<file path="config.mk">
export PLATFORM = sky130hd
export DESIGN_NAME = instruction_fetch_unit_flat
export DESIGN_NICKNAME = d
export VERILOG_FILES = /design/src/rtl/instruction_fetch_unit_if.sv /design/src/rtl/instruction_fetch_unit.sv /design/src/flat_wrapper.sv
export SDC_FILE = /design/constraint.sdc
export NUM_CORES = 1
export LEC_CHECK = 0
export ABC_AREA = 0
export CELL_PAD_IN_SITES_DETAIL_PLACEMENT = 0
export CELL_PAD_IN_SITES_GLOBAL_PLACEMENT = 1
export CORE_MARGIN = 10
export CORE_UTILIZATION = 48
export DETAILED_ROUTE_END_ITERATION = 10
export HOLD_SLACK_MARGIN = 0.1
export PLACE_DENSITY_LB_ADDON = 0.15
export SLEW_MARGIN = 20
export SYNTH_ARGS = -nofsm -noshare
export SYNTH_HDL_FRONTEND = slang
export SYNTH_SLANG_ARGS = --single-unit
</file>
<file path="constraint.sdc">
create_clock -name CLK -period 3.8 [get_ports CLK]
set_clock_uncertainty 0.1 [all_clocks]
set_input_delay 0.57 -clock CLK [delete_from_list [all_inputs] [get_ports CLK]]
set_output_delay 0.57 -clock CLK [all_outputs]
set_load 0.005 [all_outputs]
</file>
<file path="src/rtl/instruction_fetch_unit_if.sv">
// rtl/instruction_fetch_unit_if.sv - redirect, instruction memory and decode-side signals of the fetch unit
interface instruction_fetch_unit_if #(
    parameter int XLEN = 32
);
    logic            REDIRECT_VALID;
    logic [XLEN-1:0] REDIRECT_PC;
    logic            IMEM_REQ_VALID;
    logic            IMEM_REQ_READY;
    logic [XLEN-1:0] IMEM_REQ_ADDR;
    logic            IMEM_RSP_VALID;
    logic [XLEN-1:0] IMEM_RSP_DATA;
    logic            IF_VALID;
    logic            IF_READY;
    logic [XLEN-1:0] IF_PC;
    logic [XLEN-1:0] IF_INSTR;

    modport master (
        input  REDIRECT_VALID, REDIRECT_PC, IMEM_REQ_READY, IMEM_RSP_VALID, IMEM_RSP_DATA, IF_READY,
        output IMEM_REQ_VALID, IMEM_REQ_ADDR, IF_VALID, IF_PC, IF_INSTR
    );

    modport slave (
        output REDIRECT_VALID, REDIRECT_PC, IMEM_REQ_READY, IMEM_RSP_VALID, IMEM_RSP_DATA, IF_READY,
        input  IMEM_REQ_VALID, IMEM_REQ_ADDR, IF_VALID, IF_PC, IF_INSTR
    );
endinterface

</file>
<file path="src/rtl/instruction_fetch_unit.sv">
// rtl/instruction_fetch_unit.sv - PC owner issuing in-order fetches into a DEPTH-entry {pc, instr} queue
module instruction_fetch_unit #(
    parameter int              XLEN         = 32,
    parameter logic [XLEN-1:0] RESET_VECTOR = {XLEN{1'b0}},
    parameter int              DEPTH        = 4,
    parameter int              PC_STEP      = 4
) (
    input  logic                      CLK,
    input  logic                      RST,
    instruction_fetch_unit_if.master  bus
);
    localparam int AW = $clog2(DEPTH);
    localparam int CW = AW + 1;
    localparam logic [CW+1:0] DEPTH_LIM = (CW+2)'(DEPTH);

    typedef logic [CW-1:0] cnt_t;
    typedef logic [AW-1:0] ptr_t;

    logic [XLEN-1:0] pc;
    cnt_t            live_cnt;
    cnt_t            kill_cnt;
    cnt_t            q_count;
    ptr_t            q_wr;
    ptr_t            q_rd;
    ptr_t            pend_wr;
    ptr_t            pend_rd;

    logic [XLEN-1:0] q_pc    [DEPTH];
    logic [XLEN-1:0] q_instr [DEPTH];
    logic [XLEN-1:0] pend_pc [DEPTH];

    logic [CW+1:0] credit_used;
    logic          req_valid;
    logic          req_fire;
    logic          rsp_drop;
    logic          rsp_accept;
    logic          if_pop;
    logic          unused_redirect_lsbs;

    // Killed responses still occupy credits so new fetches can never overtake the queue capacity.
    assign credit_used = {2'b00, live_cnt} + {2'b00, kill_cnt} + {2'b00, q_count};
    assign req_valid   = !RST && !bus.REDIRECT_VALID && (credit_used < DEPTH_LIM);
    assign req_fire    = req_valid && bus.IMEM_REQ_READY;
    assign rsp_drop    = bus.IMEM_RSP_VALID && (kill_cnt != '0);
    assign rsp_accept  = bus.IMEM_RSP_VALID && (kill_cnt == '0) && !bus.REDIRECT_VALID;
    assign if_pop      = (q_count != '0) && bus.IF_READY;

    assign unused_redirect_lsbs = ^bus.REDIRECT_PC[1:0];

    assign bus.IMEM_REQ_VALID = req_valid;
    assign bus.IMEM_REQ_ADDR  = pc;
    assign bus.IF_VALID       = (q_count != '0);
    assign bus.IF_PC          = (q_count != '0) ? q_pc[q_rd]    : '0;
    assign bus.IF_INSTR       = (q_count != '0) ? q_instr[q_rd] : '0;

    always_ff @(posedge CLK or posedge RST) begin
        if (RST) begin
            pc       <= RESET_VECTOR;
            live_cnt <= '0;
            kill_cnt <= '0;
            q_count  <= '0;
            q_wr     <= '0;
            q_rd     <= '0;
            pend_wr  <= '0;
            pend_rd  <= '0;
        end else if (bus.REDIRECT_VALID) begin
            // Everything in flight becomes garbage; a response landing this cycle is already consumed.
            pc       <= {bus.REDIRECT_PC[XLEN-1:2], 2'b00};
            kill_cnt <= kill_cnt + live_cnt - cnt_t'(bus.IMEM_RSP_VALID);
            live_cnt <= '0;
            q_count  <= '0;
            q_wr     <= '0;
            q_rd     <= '0;
            pend_wr  <= '0;
            pend_rd  <= '0;
        end else begin
            if (req_fire) begin
                pc      <= pc + XLEN'(PC_STEP);
                pend_wr <= pend_wr + ptr_t'(1);
            end
            if (rsp_accept) begin
                pend_rd <= pend_rd + ptr_t'(1);
                q_wr    <= q_wr + ptr_t'(1);
            end
            if (if_pop) begin
                q_rd <= q_rd + ptr_t'(1);
            end
            live_cnt <= live_cnt + cnt_t'(req_fire) - cnt_t'(rsp_accept);
            kill_cnt <= kill_cnt - cnt_t'(rsp_drop);
            q_count  <= q_count + cnt_t'(rsp_accept) - cnt_t'(if_pop);
        end
    end

    always_ff @(posedge CLK) begin
        if (req_fire) begin
            pend_pc[pend_wr] <= pc;
        end
        if (rsp_accept) begin
            q_pc[q_wr]    <= pend_pc[pend_rd];
            q_instr[q_wr] <= bus.IMEM_RSP_DATA;
        end
    end
endmodule
</file>
<file path="src/flat_wrapper.sv">
// flat-port wrapper written by rule: the top's interface ports become plain ports
module instruction_fetch_unit_flat 
#(
    parameter int              XLEN         = 32,
    parameter logic [XLEN-1:0] RESET_VECTOR = {XLEN{1'b0}},
    parameter int              DEPTH        = 4,
    parameter int              PC_STEP      = 4
)
  (CLK, RST, bus_REDIRECT_VALID, bus_REDIRECT_PC, bus_IMEM_REQ_READY, bus_IMEM_RSP_VALID, bus_IMEM_RSP_DATA, bus_IF_READY, bus_IMEM_REQ_VALID, bus_IMEM_REQ_ADDR, bus_IF_VALID, bus_IF_PC, bus_IF_INSTR);
  instruction_fetch_unit_if #(.XLEN(XLEN)) bus_i ();
  input  logic CLK;
  input  logic RST;
  input wire logic [$bits(bus_i.REDIRECT_VALID)-1:0] bus_REDIRECT_VALID;
  input wire logic [$bits(bus_i.REDIRECT_PC)-1:0] bus_REDIRECT_PC;
  input wire logic [$bits(bus_i.IMEM_REQ_READY)-1:0] bus_IMEM_REQ_READY;
  input wire logic [$bits(bus_i.IMEM_RSP_VALID)-1:0] bus_IMEM_RSP_VALID;
  input wire logic [$bits(bus_i.IMEM_RSP_DATA)-1:0] bus_IMEM_RSP_DATA;
  input wire logic [$bits(bus_i.IF_READY)-1:0] bus_IF_READY;
  output wire logic [$bits(bus_i.IMEM_REQ_VALID)-1:0] bus_IMEM_REQ_VALID;
  output wire logic [$bits(bus_i.IMEM_REQ_ADDR)-1:0] bus_IMEM_REQ_ADDR;
  output wire logic [$bits(bus_i.IF_VALID)-1:0] bus_IF_VALID;
  output wire logic [$bits(bus_i.IF_PC)-1:0] bus_IF_PC;
  output wire logic [$bits(bus_i.IF_INSTR)-1:0] bus_IF_INSTR;
  assign bus_i.REDIRECT_VALID = bus_REDIRECT_VALID;
  assign bus_i.REDIRECT_PC = bus_REDIRECT_PC;
  assign bus_i.IMEM_REQ_READY = bus_IMEM_REQ_READY;
  assign bus_i.IMEM_RSP_VALID = bus_IMEM_RSP_VALID;
  assign bus_i.IMEM_RSP_DATA = bus_IMEM_RSP_DATA;
  assign bus_i.IF_READY = bus_IF_READY;
  assign bus_IMEM_REQ_VALID = bus_i.IMEM_REQ_VALID;
  assign bus_IMEM_REQ_ADDR = bus_i.IMEM_REQ_ADDR;
  assign bus_IF_VALID = bus_i.IF_VALID;
  assign bus_IF_PC = bus_i.IF_PC;
  assign bus_IF_INSTR = bus_i.IF_INSTR;
  instruction_fetch_unit #(.XLEN(XLEN), .RESET_VECTOR(RESET_VECTOR), .DEPTH(DEPTH), .PC_STEP(PC_STEP)) u_core (.CLK(CLK), .RST(RST), .bus(bus_i));
endmodule
</file>
# Word-level counts from Yosys, hierarchy flattened
# Memories as Yosys holds them, arrays and structs flattened.
# Index checks and enable logic that the tools add are counted.
# W data, S select, Z words.
op_classes:
  n_reduce_logical: 15
  n_mux: 19
  add_sub_neg: 14
  n_lt_le_gt_ge: 1
ops:
  columns: ["operator", "count"]
  rows:
  - ["$mux W32", 4]
  - ["$add A32 B3 Y32 const B", 1]
  - ["$mux W2", 8]
  - ["$sub A3 B1 Y3", 4]
  - ["$mux W3", 3]
  - ["$add A2 B1 Y2 const B", 4]
  - ["$logic_and A1 B1 Y1", 7]
  - ["$add A3 B1 Y3", 2]
  - ["$reduce_bool A2 Y1", 3]
  - ["$reduce_bool A3 Y1", 2]
  - ["$add A5 B3 Y5", 1]
  - ["$lt A5 B3 Y1 const B", 1]
  - ["$add A3 B3 Y4", 1]
  - ["$mux W1", 4]
  - ["$add A3 B3 Y3", 1]
  - ["$logic_not A3 Y1", 1]
  - ["$logic_not A1 Y1", 2]
totals:
  elab_cells: 60
  register_bits: 49
  n_memories: 3
  mem_bits_rw: 384
mem_list:
  columns: ["memory", "depth", "word_bits", "read_ports", "rd_ports_with_merged_regs", "wr", "line", "rtl"]
  rows:
  - ["u_core.pend_pc", 4, 32, 1, 0, 1, "instruction_fetch_unit.sv:30", "logic [XLEN-1:0] pend_pc [DEPTH];"]
  - ["u_core.q_instr", 4, 32, 1, 0, 1, "instruction_fetch_unit.sv:29", "logic [XLEN-1:0] q_instr [DEPTH];"]
  - ["u_core.q_pc", 4, 32, 1, 0, 1, "instruction_fetch_unit.sv:28", "logic [XLEN-1:0] q_pc [DEPTH];"]

# Logic depth before layout (Yosys ltp)
# Gate-level depths: netlist (run 1).
depth:
  word_depth: 8
  mapped_depth: 14
  depth_no_buf: 13

# Worst setup path before layout (run 1)
# OpenSTA, ideal clock, no wires.
synth_timing:
  path_kind: "reg-to-reg"
  startpoint: "reg u_core.kill_cnt[0]"
  endpoint: "mem u_core.pend_pc[0][10] (enable)"
  setup_time_ns: 0.390
  stages_incl_launch_ff: 8
  t_arrival_ns: 2.760
  setup_slack_ns: 0.550
  period_less_slack_ns: 3.250
  required_ns: 3.310
  cell_sequence: "dfrtp_1 > ha_1 > fa_1 > xor2_1 > ha_1 > nor4_4 > o211a_4 > and3_1"
synth_via:
  elab_chain_len: 7
synth_rtl:
  columns: ["element", "line", "rtl"]
  rows:
  - ["start, declared", "instruction_fetch_unit.sv:21", "cnt_t kill_cnt;"]
  - ["start signal, assigned", "instruction_fetch_unit.sv:69", "kill_cnt <= kill_cnt + live_cnt - cnt_t'(bus.IMEM_RSP_VALID);"]
  - ["start signal, assigned", "instruction_fetch_unit.sv:89", "kill_cnt <= kill_cnt - cnt_t'(rsp_drop);"]
  - ["$add A3 B3 Y4", "instruction_fetch_unit.sv:41", "assign credit_used = {2'b00, live_cnt} + {2'b00, kill_cnt} + {2'b00, q_count};"]
  - ["$add A5 B3 Y5", "instruction_fetch_unit.sv:41", null]
  - ["$lt A5 B3 Y1", "instruction_fetch_unit.sv:42", "assign req_valid = !RST && !bus.REDIRECT_VALID && (credit_used < DEPTH_LIM);"]
  - ["$logic_and A1 B1 Y1", "instruction_fetch_unit.sv:42", null]
  - ["$logic_and A1 B1 Y1", "instruction_fetch_unit.sv:43", "assign req_fire = req_valid && bus.IMEM_REQ_READY;"]
  - ["$mux W1", "instruction_fetch_unit.sv:95", "if (req_fire) begin"]
  - ["$mux W1 (implied by the code)", "instruction_fetch_unit.sv:96", "pend_pc[pend_wr] <= pc;"]
  - ["end, declared", "instruction_fetch_unit.sv:30", null]
# No other way between the ends.

# Final worst setup path (run 1)
layout_timing:
  startpoint: "reg u_core.q_rd[0]"
  endpoint: "out bus_IF_PC[28]"
layout_via:
  elab_chain_len: 2
layout_rtl:
  columns: ["element", "line", "rtl"]
  rows:
  - ["start, declared", "instruction_fetch_unit.sv:24", "ptr_t q_rd;"]
  - ["start signal, assigned", "instruction_fetch_unit.sv:86", "q_rd <= q_rd + ptr_t'(1);"]
  - ["$mem_v2 Z4 W32", null, null]
  - ["$mux W32", "instruction_fetch_unit.sv:53", "assign bus.IF_PC = (q_count != '0) ? q_pc[q_rd] : '0;"]
  - ["end, declared", "flat_wrapper.sv:22", "output wire logic [$bits(bus_i.IF_PC)-1:0] bus_IF_PC;"]
# No other way between the ends.

==> results.yml, run 1 <==
status:
  status: "completed"
clocking:
  cts_inserted_buffers: 43
  htree_levels: 2
  clockRootBuffer: "clkbuf_16"
  clock_latency_ns: 0.53
  cts_tree: "built"
  cts_sinks: 415
  clk_pin_slew_worst_paths_ns: 0.06
  clockBufferDepth: 3
die:
  fp.dieArea_sq_um: 43000
  start_util: 0.488
  die_x_um: 207
  die_h_um: 207
  core_region_area_sq_um: 34500
  io_pins: 168
  rows: 68
logic_synthesis:
  synth_area_leaders: "edfxtp_1 (66%), mux4_2 (12%), dfrtp_1 (7.0%)"
  synth_cell_types: 54
  yosys_warnings: 0
  ys_seq_area_frac: 0.726
  synth_top_area_frac: 0.656
  avgSynthCellArea_sq_um: 18.8
  synthArstFlopShare: 0.113
  synth_edf_count: 368
  ys_ff_latch: 415
  syn_inst: 895
  yosysTopAreaCell: "edfxtp_1"
  netlist_area_sq_um: 16800
  synthFlopType: "edfxtp_1"
global_route:
  grt_start_max_net_pins: 65
  grtUsageTotal: 0.165
  grt.overflow.total: 0
  antenna_found_initial: 0
  grt_pass1_vias: 9336
  grt_pass1_wl_um: 56600
setup_path:
  crit_family: "buffers and inverters"
  cp.arrival_ns: 2.72
  worstSetupPathType: "flop to output pin"
  endpoint_kind: "output pin"
  r2r_cells: 14
  crit_chain: "buf_12 > mux4_2 > and2_1 > clkdlybuf4s50_1"
  worstSetupStartpointType: "flop"
  r2r-start: "u_core.kill_cnt[0]"
  path_buf_inv: 2
  timing.rr.end: "u_core.live_cnt[2]"
  worst-endpoint-required_ns: 3.13
  rrSetupSlack_ns: 0.56
  cp_max_fo: 20
  max_stage_delay_ns: 0.71
  cp_slowest_cell: "dfrtp_4"
placement:
  post_dp_cell_area_sq_um: 19100
  dp_slack_ns: 0.396
  dp_hpwl_um: 22100
  port-buffer-count: 161
  gp_congestion: 0.810
drt:
  via_per_inst: 5.55
  drtPass1Iterations: 4
  wl_per_cell_um: 22.6
  totalWireLength_um: 35500
  ant_nets: 0
  routed-via-count: 8704
  first_iter_violations: 564
  drc: 0
layout:
  final_layout_size_suffix_gt1_frac: 0.179
  diodes: 0
  layout_common_cells: "edfxtp_1 (368), clkdlybuf4s50_1 (159), mux4_2 (92)"
  final_common_cell: "edfxtp_1"
  finalInstanceArea_sq_um: 20500
  fin_nets: 1178
  syn2layout_area_growth_pct: 21.5
timing:
  max_freq_mhz: 295
  setup_viol: 0
  period_share: 0.893
  rsz0062_at_grt: "no"
  final_max_slew_viol_count: 0
  relSlewSlack: 0.449
  post-route-min-period_ns: 3.39
  hold_slack_ns: 0.325
  timing.final.ws_setup_ns: 0.408
  tightest_slew_ns: 0.826
  finalSetupTns_ns: 0
  hold_violations: 0
power:
  p_total_mw: 12.8
  clkPwrFrac: 0.305
  power_switching_mw: 3.35
  p_comb_frac: 0.255
  leakagePower_nw: 6.74
  p_int_mw: 9.45
  power_density_nw_per_um2: 625
  ir_worst_vdd_mv: 0.333
  p_sw_frac: 0.262
  power_frac_seq: 0.441
hold_path:
  hold_class: "input pin to asynchronous set/reset pin"
flow_run:
  maxCapViolations: 0
synthesized netlist by cell type (12+ instances only):
cell / n
inv_1: 22
edfxtp_1: 368
buf_2: 15
xnor2_1: 14
dfrtp_1: 47
nand4_1: 14
clkbuf_1: 23
o21ai_1: 14
and2_1: 72
nor2_1: 19
ha_1: 23
nand2_1: 29
mux4_2: 92
nand3_1: 14
xor2_1: 12
power by group through the flow:
| stage | combinational, mW | sequential, mW | clock (mW) |
|---|---|---|---|
| global placement | 3.32 | 5.73 | 0 |
| floorplan | 1.82 | 5.54 | 0 |
| global route | 3.58 | 5.69 | 4.22 |
| finish | 3.26 | 5.64 | 3.90 |
| CTS | 3.35 | 5.65 | 4.01 |
| detailed placement | 3.34 | 5.74 | 0 |
metal layers:
| metal | GRT usage | wire (um) | part of all wire | vias to the layer above |
|---|---|---|---|---|
| met2 | 0.261 | 16700 | 0.47 | 251 |
| met4 | 0.0386 | 580 | 0.016 | 0 |
| met3 | 0.0385 | 2250 | 0.063 | 47 |
| met1 | 0.227 | 15900 | 0.45 | 4487 |
| li1 | - | - | - | 3919 |
| met5 | 0 | 0 | 0 | - |
worst max-delay path by stage:
stage / from / endpoint / cells after the start
final: u_core.q_rd[0] / bus_IF_PC[28] / 4
after global routing: u_core.q_rd[0] / bus_IF_PC[13] / 4
after CTS: u_core.kill_cnt[0] / bus_IMEM_REQ_VALID / 8
after global placement: u_core.kill_cnt[0] / bus_IMEM_REQ_VALID / 8
after floorplan: u_core.kill_cnt[0] / u_core.pend_pc[0][10] / 7
after detailed placement: u_core.kill_cnt[0] / bus_IMEM_REQ_VALID / 8
layout make-up:
cell class                 instances  area [sq um]
multi-input combinational        411          4320
sequential                       415         12200
fill                            2635         14100
inverter                          23          86.3
tap                              455           569
clock inverter                    26           200
timing repair buffer             187          1950
clock buffer                      51          1110
worst reg2reg max path: stages (launching register included):
cell	delay (ns)
dfrtp_1	0.40
ha_1	0.24
fa_1	0.38
xor2_1	0.17
ha_1	0.30
nor4_4	0.25
o211a_4	0.20
buf_4	0.18
nand2_2	0.08
inv_2	0.07
ha_1	0.13
inv_1	0.04
fa_1	0.37
xnor2_1	0.17
nor2_1	0.05
per-stage QoR:
stage,std cells,utilization
floorplan,898,-
global placement,1488,0.554
detailed placement,1488,0.554
CTS,1566,0.592
global route,1568,0.592
finish,1568,0.592
state kept, by name, indices dropped and copies added, names as in the netlist:
| register | cells |
|---|---|
| u_core.pend_rd | 2 |
| u_core.q_pc | 120 |
| u_core.q_wr | 2 |
| u_core.kill_cnt | 3 |
| u_core.pend_pc | 120 |
| u_core.q_count | 3 |
| u_core.q_rd | 2 |
| u_core.q_instr | 128 |
| u_core.live_cnt | 3 |
| u_core.pend_wr | 2 |
| u_core.bus.IMEM_REQ_ADDR | 30 |
cells by family (layout without fill, tap and decap cells):
logic type | Yosys count | count (layout) | share of synthesized area
buf+inv | 72 | 287 | 0.0189
flops | 415 | 415 | 0.726
compound gates | 65 | 65 | 0.0268
fa+ha+maj | 27 | 27 | 0.0218
xor+xnor | 26 | 26 | 0.0135
simple gates | 194 | 194 | 0.0679
mux | 95 | 95 | 0.125
other cells | 1 | 4 | 0.000223
what timing repair did:
action,4_1_cts,5_1_grt
gates resized for setup,0,1
setup endpoints to repair,1,1
buffers inserted,1,2
pin swaps,2,1
cloned,0,0
hold buffers,0,0
(Power assumes the default switching activity.)
==> run 2, diff against run 1 <==
--- a/config.mk
+++ b/config.mk
@@ -12,6 +12,7 @@
 export CORE_UTILIZATION = 48
 export DETAILED_ROUTE_END_ITERATION = 10
 export HOLD_SLACK_MARGIN = 0.1
+export MAX_ROUTING_LAYER = met4
 export PLACE_DENSITY_LB_ADDON = 0.15
 export SLEW_MARGIN = 20
 export SYNTH_ARGS = -nofsm -noshare
==> constraint.sdc (replaced) <==
create_clock -name CLK -period 3.8 [get_ports CLK]
set_clock_uncertainty 0.1 [all_clocks]
set_input_delay 0.38 -clock CLK [delete_from_list [all_inputs] [get_ports CLK]]
set_output_delay 0.38 -clock CLK [all_outputs]
set_load 0.005 [all_outputs]
==> run 2 against run 1 <==
Against the previous run: die area stayed put; total power is 0.34% lower; via count is 0.56% higher; critical path depth is 4 higher; final area hardly changed; non-clock buffer count is 1 higher; fmax is 6.4% lower; cell count stayed put; combinational power hardly changed; routed wire length is 0.74% lower; count of clock-buffer cells in the layout is 4 higher; first-iteration DRC count is 1.1% lower; highest routed layer unchanged.
==> results.yml, run 2 (same netlist as run 1, synthesis figures left out) <==
placement:
  post_dp_cell_area_sq_um: 19100
  port-buffer-count: 161
  gp_congestion: 0.856
  dp_slack_ns: 0.584
  dp_hpwl_um: 22400
drt:
  drtPass1Iterations: 5
  wl_per_cell_um: 22.4
  first_iter_violations: 558
  drc: 0
  totalWireLength_um: 35200
  routed-via-count: 8753
  via_per_inst: 5.58
  ant_nets: 0
power:
  clkPwrFrac: 0.307
  power_density_nw_per_um2: 623
  p_sw_frac: 0.261
  power_frac_seq: 0.437
  p_int_mw: 9.42
  p_comb_frac: 0.256
  power_switching_mw: 3.33
  ir_worst_vdd_mv: 0.318
  leakagePower_nw: 6.71
  p_total_mw: 12.8
die:
  die_x_um: 207
  rows: 68
  fp.dieArea_sq_um: 43000
  core_region_area_sq_um: 34500
  die_h_um: 207
  io_pins: 168
  start_util: 0.488
clocking:
  cts_sinks: 415
  htree_levels: 2
  cts_inserted_buffers: 42
  clk_pin_slew_worst_paths_ns: 0.06
  clockBufferDepth: 3
  clockRootBuffer: "clkbuf_16"
  clock_latency_ns: 0.53
  cts_resized: 0
  cts_tree: "built"
global_route:
  grt_start_max_net_pins: 64
  grtUsageTotal: 0.166
  grt_pass1_vias: 9202
  antenna_found_initial: 0
  grt.overflow.total: 0
  grt_pass1_wl_um: 55200
timing:
  rsz0062_at_grt: "no"
  post-route-min-period_ns: 3.62
  timing.final.ws_setup_ns: 0.176
  finalSetupTns_ns: 0
  setup_viol: 0
  tightest_slew_ns: 0.818
  hold_slack_ns: 0.246
  period_share: 0.954
  hold_violations: 0
  final_max_slew_viol_count: 0
  relSlewSlack: 0.455
  max_freq_mhz: 276
setup_path:
  max_stage_delay_ns: 0.50
  cp_common_cell: "ha_1"
  cp_max_fo: 4
  worstSetupPathType: "flop to output pin"
  crit_chain: "ha_1 > fa_1 > xor2_1 > ha_1 > nor4_4 > o211a_4 > and2_1 > clkdlybuf4s50_1"
  cp_slowest_cell: "clkdlybuf4s50_1"
  cp.arrival_ns: 3.14
  worst-endpoint-required_ns: 3.32
  worstSetupStartpointType: "flop"
  endpoint_kind: "output pin"
layout:
  finalInstanceArea_sq_um: 20500
  fin_nets: 1178
  largest_reg_flops: 128
  layout_common_cells: "edfxtp_1 (368), clkdlybuf4s50_1 (160), mux4_2 (92)"
  reg_top3: "u_core.q_instr (128), u_core.pend_pc (120), u_core.q_pc (120)"
  largest_register: "u_core.q_instr"
  final_common_cell: "edfxtp_1"
  diodes: 0
  syn2layout_area_growth_pct: 21.6
  final_layout_size_suffix_gt1_frac: 0.177
status:
  status: "completed"
hold_path:
  hold_class: "input pin to asynchronous set/reset pin"
flow_run:
  maxCapViolations: 0
[run 2: changes by cell type in the layout (fill, tap and decap cells not counted), sizes merged]
cell | before | now
clkdlybuf4s50 | 159 | 160
clkbuf | 51 | 55
dlygate4sd3 | 0 | 1
clkinvlp | 2 | 5
clkinv | 20 | 12
dlymetal6s2s | 1 | 0
[run 2: final cells by class]
| class | count | area, sq um |
|---|---|---|
| Sequential cell | 415 | 12200 |
| Inverter | 23 | 86.3 |
| Clock inverter | 21 | 186 |
| Tap cell | 455 | 569 |
| Timing Repair Buffer | 188 | 1960 |
| Fill cell | 2627 | 14100 |
| Clock buffer | 55 | 1120 |
| Multi-Input combinational cell | 411 | 4320 |
[run 2: metal layers]
metal  share of wire  track usage
met1            0.45        0.227
met2            0.48        0.257
met3           0.057       0.0314
met4           0.014       0.0356
met5               0            -
[run 2: critical path, delay by kind of cell, from the launching register on]
kind,cells,cell delay (ns)
fa+ha+maj,3,0.92
xor+xnor,1,0.17
simple gates,2,0.40
flops,1,0.42
buf+inv,1,0.50
compound gates,1,0.21
[run 2: timing repair]
item / in CTS / in global routing
endpoints found under the hold margin: 3 / 0
hold buffers: 1 / 0
buffers inserted: 0 / 1
setup endpoints to repair: 0 / 1
[run 2: worst paths after layout]
kind                                     start                            to  slack (ns)  cells past startpoint
min                                        RST  u_core.bus.IMEM_REQ_ADDR[28]        0.25                      2
max in group asynchronous                  RST  u_core.bus.IMEM_REQ_ADDR[11]        2.61                      3
max reg2reg                 u_core.kill_cnt[0]         u_core.pend_pc[2][30]        0.55                      9
max                         u_core.kill_cnt[0]            bus_IMEM_REQ_VALID        0.18                      8
min reg2reg                  u_core.pend_wr[0]             u_core.pend_wr[0]        0.46                      1
min in group CLK           bus_REDIRECT_PC[17]  u_core.bus.IMEM_REQ_ADDR[17]        0.29                      3
[run 2: power by group through the flow]
stage / clock, mW / sequential, mW / combinational (mW)
2_1_floorplan: 0 / 5.54 / 1.82
3_3_place_gp: 0 / 5.66 / 3.36
6_report: 3.91 / 5.57 / 3.27
4_1_cts: 4.00 / 5.58 / 3.38
5_1_grt: 4.18 / 5.61 / 3.60
3_5_place_dp: 0 / 5.67 / 3.37
[run 2: stage by stage]
| step | std cells | util |
|---|---|---|
| 2_1_floorplan | 898 | - |
| 3_3_place_gp | 1490 | 0.554 |
| 3_5_place_dp | 1490 | 0.554 |
| 4_1_cts | 1567 | 0.593 |
| 5_1_grt | 1568 | 0.593 |
| 6_report | 1568 | 0.593 |
==> run 3, diff against run 2 <==
--- a/config.mk
+++ b/config.mk
@@ -7,9 +7,9 @@
 export LEC_CHECK = 0
 export ABC_AREA = 0
 export CELL_PAD_IN_SITES_DETAIL_PLACEMENT = 0
-export CELL_PAD_IN_SITES_GLOBAL_PLACEMENT = 1
+export CELL_PAD_IN_SITES_GLOBAL_PLACEMENT = 2
 export CORE_MARGIN = 10
-export CORE_UTILIZATION = 48
+export CORE_UTILIZATION = 43
 export DETAILED_ROUTE_END_ITERATION = 10
 export HOLD_SLACK_MARGIN = 0.1
 export MAX_ROUTING_LAYER = met4
==> run 3 against run 2 <==
Against the previous run: register-to-register slack got worse by 0.02 ns; first-iteration DRC count is 13% lower; sequential power increased by 2%; worst setup slack lost 0.018 ns; routed wire length up 4.1%; count of clock-buffer cells in the layout down 1; via count decreased by 1.7%; die area up 10%; combinational power decreased by 2%; critical path depth unchanged.
==> results.yml, run 3 (same netlist as run 1, synthesis figures left out) <==
global_route:
  grtUsageTotal: 0.160
  grt.overflow.total: 0
  grt_start_max_net_pins: 64
  antenna_found_initial: 0
  grt_pass1_wl_um: 56800
  grt_pass1_vias: 9348
die:
  rows: 72
  io_pins: 168
  core_region_area_sq_um: 38600
  start_util: 0.436
  die_h_um: 218
  die_x_um: 218
  fp.dieArea_sq_um: 47500
setup_path:
  worstSetupStartpointType: "flop"
  timing.rr.end: "u_core.live_cnt[2]"
  cp_max_fo: 4
  worstSetupPathType: "flop to output pin"
  rrSetupSlack_ns: 0.53
  endpoint_kind: "output pin"
  r2r_cells: 14
  r2r-start: "u_core.kill_cnt[0]"
  critPathLaunch: "u_core.kill_cnt[0]"
  cp.arrival_ns: 3.16
  worst-endpoint-required_ns: 3.32
timing:
  setup_viol: 0
  post-route-min-period_ns: 3.64
  period_share: 0.958
  finalSetupTns_ns: 0
  hold_violations: 0
  max_freq_mhz: 275
  tightest_slew_ns: 0.949
  timing.final.ws_setup_ns: 0.158
  rsz0062_at_grt: "no"
  final_max_slew_viol_count: 0
  hold_slack_ns: 0.252
  relSlewSlack: 0.366
power:
  ir_worst_vdd_mv: 0.391
  power_frac_seq: 0.442
  p_sw_frac: 0.268
  clkPwrFrac: 0.306
  power_switching_mw: 3.44
  power_density_nw_per_um2: 624
  p_int_mw: 9.36
  p_comb_frac: 0.252
  leakagePower_nw: 6.69
layout:
  layout_common_cells: "edfxtp_1 (368), clkdlybuf4s50_1 (160), mux4_2 (92)"
  fin_nets: 1174
  syn2layout_area_growth_pct: 21.7
  largest_reg_flops: 128
  final_layout_size_suffix_gt1_frac: 0.173
  final_common_cell: "edfxtp_1"
  diodes: 0
  reg_top3: "u_core.q_instr (128), u_core.pend_pc (120), u_core.q_pc (120)"
  largest_register: "u_core.q_instr"
placement:
  dp_hpwl_um: 22600
  port-buffer-count: 161
  dp_slack_ns: 0.568
  gp_congestion: 0.795
drt:
  ant_nets: 0
  drtPass1Iterations: 5
  via_per_inst: 5.29
  drc: 0
  routed-via-count: 8606
  totalWireLength_um: 36600
  first_iter_violations: 485
  wl_per_cell_um: 22.5
status:
  status: "completed"
clocking:
  clockBufferDepth: 3
  cts_setup_buffers: 1
  cts_sinks: 415
  htree_levels: 2
  postCtsHoldBufs: 0
  clk_pin_slew_worst_paths_ns: 0.06
  cts_resized: 0
  clock_latency_ns: 0.56
  cts_tree: "built"
  cts_inserted_buffers: 44
  clockRootBuffer: "clkbuf_16"
hold_path:
  min_to: "u_core.kill_cnt[0]"
  hold_class: "input pin to flop"
  min_from: "bus_REDIRECT_VALID"
  hold_depth: 3
flow_run:
  maxCapViolations: 0
## run 3: cell types whose count changed in the layout (fill, tap and decap cells not counted)
cell	change
buf_12	-1
buf_4	-4
bufinv_16	-2
clkbuf_1	-2
clkbuf_16	+1
clkinv_1	+5
clkinv_16	+1
clkinv_4	+3
clkinvlp_4	-5
dlygate4sd3_1	-1
inv_6	+2
## run 3: final cells by class
type                       instances  area [sq um]
clock buffer                      54          1140
clock inverter                    25           181
fill                            3132         18100
inverter                          23          86.3
multi-input combinational        411          4320
sequential                       415         12200
tap                              518           648
timing repair buffer             182          1900
## run 3: power groups by stage
stage	clock (mW)	sequential (mW)	combinational [mW]
finish	3.92	5.66	3.22
global route	4.21	5.71	3.55
CTS	4.04	5.67	3.34
detailed placement	0	5.77	3.32
global placement	0	5.75	3.31
floorplan	0	5.54	1.82
## run 3: metrics by stage
step / instances / utilization / power [mW] / instance area (sq um)
2_1_floorplan: 898 / - / 7.36 / 16900
3_3_place_gp: 1548 / 0.496 / 9.06 / 19200
3_5_place_dp: 1548 / 0.496 / 9.08 / 19200
4_1_cts: 1628 / 0.531 / 13.0 / 20500
5_1_grt: 1628 / 0.531 / 13.5 / 20500
6_report: 1628 / 0.531 / 12.8 / 20500
## run 3: worst max-delay path, cell delays in order (launching register included)
cell	delay [ns]
dfrtp_1	0.42
ha_1	0.24
fa_1	0.38
xor2_1	0.17
ha_1	0.30
nor4_4	0.27
o211a_4	0.20
and2_1	0.12
clkdlybuf4s50_1	0.51
## run 3: metal layers
layer / routed length (um) / track usage / part of all wire
met2: 18000 / 0.255 / 0.49
met3: 1570 / 0.0293 / 0.043
met1: 16500 / 0.210 / 0.45
met5: 0 / - / 0
met4: 650 / 0.0412 / 0.018
## run 3: worst max-delay path by stage
stage	endpoint	slack (ns)	cells after the start
2_1_floorplan	u_core.pend_pc[0][10]	0.55	7
3_3_place_gp	u_core.live_cnt[2]	0.57	13
3_5_place_dp	u_core.live_cnt[2]	0.57	13
4_1_cts	bus_IMEM_REQ_VALID	0.08	8
5_1_grt	bus_IMEM_REQ_VALID	0.002	8
6_report	bus_IMEM_REQ_VALID	0.16	8
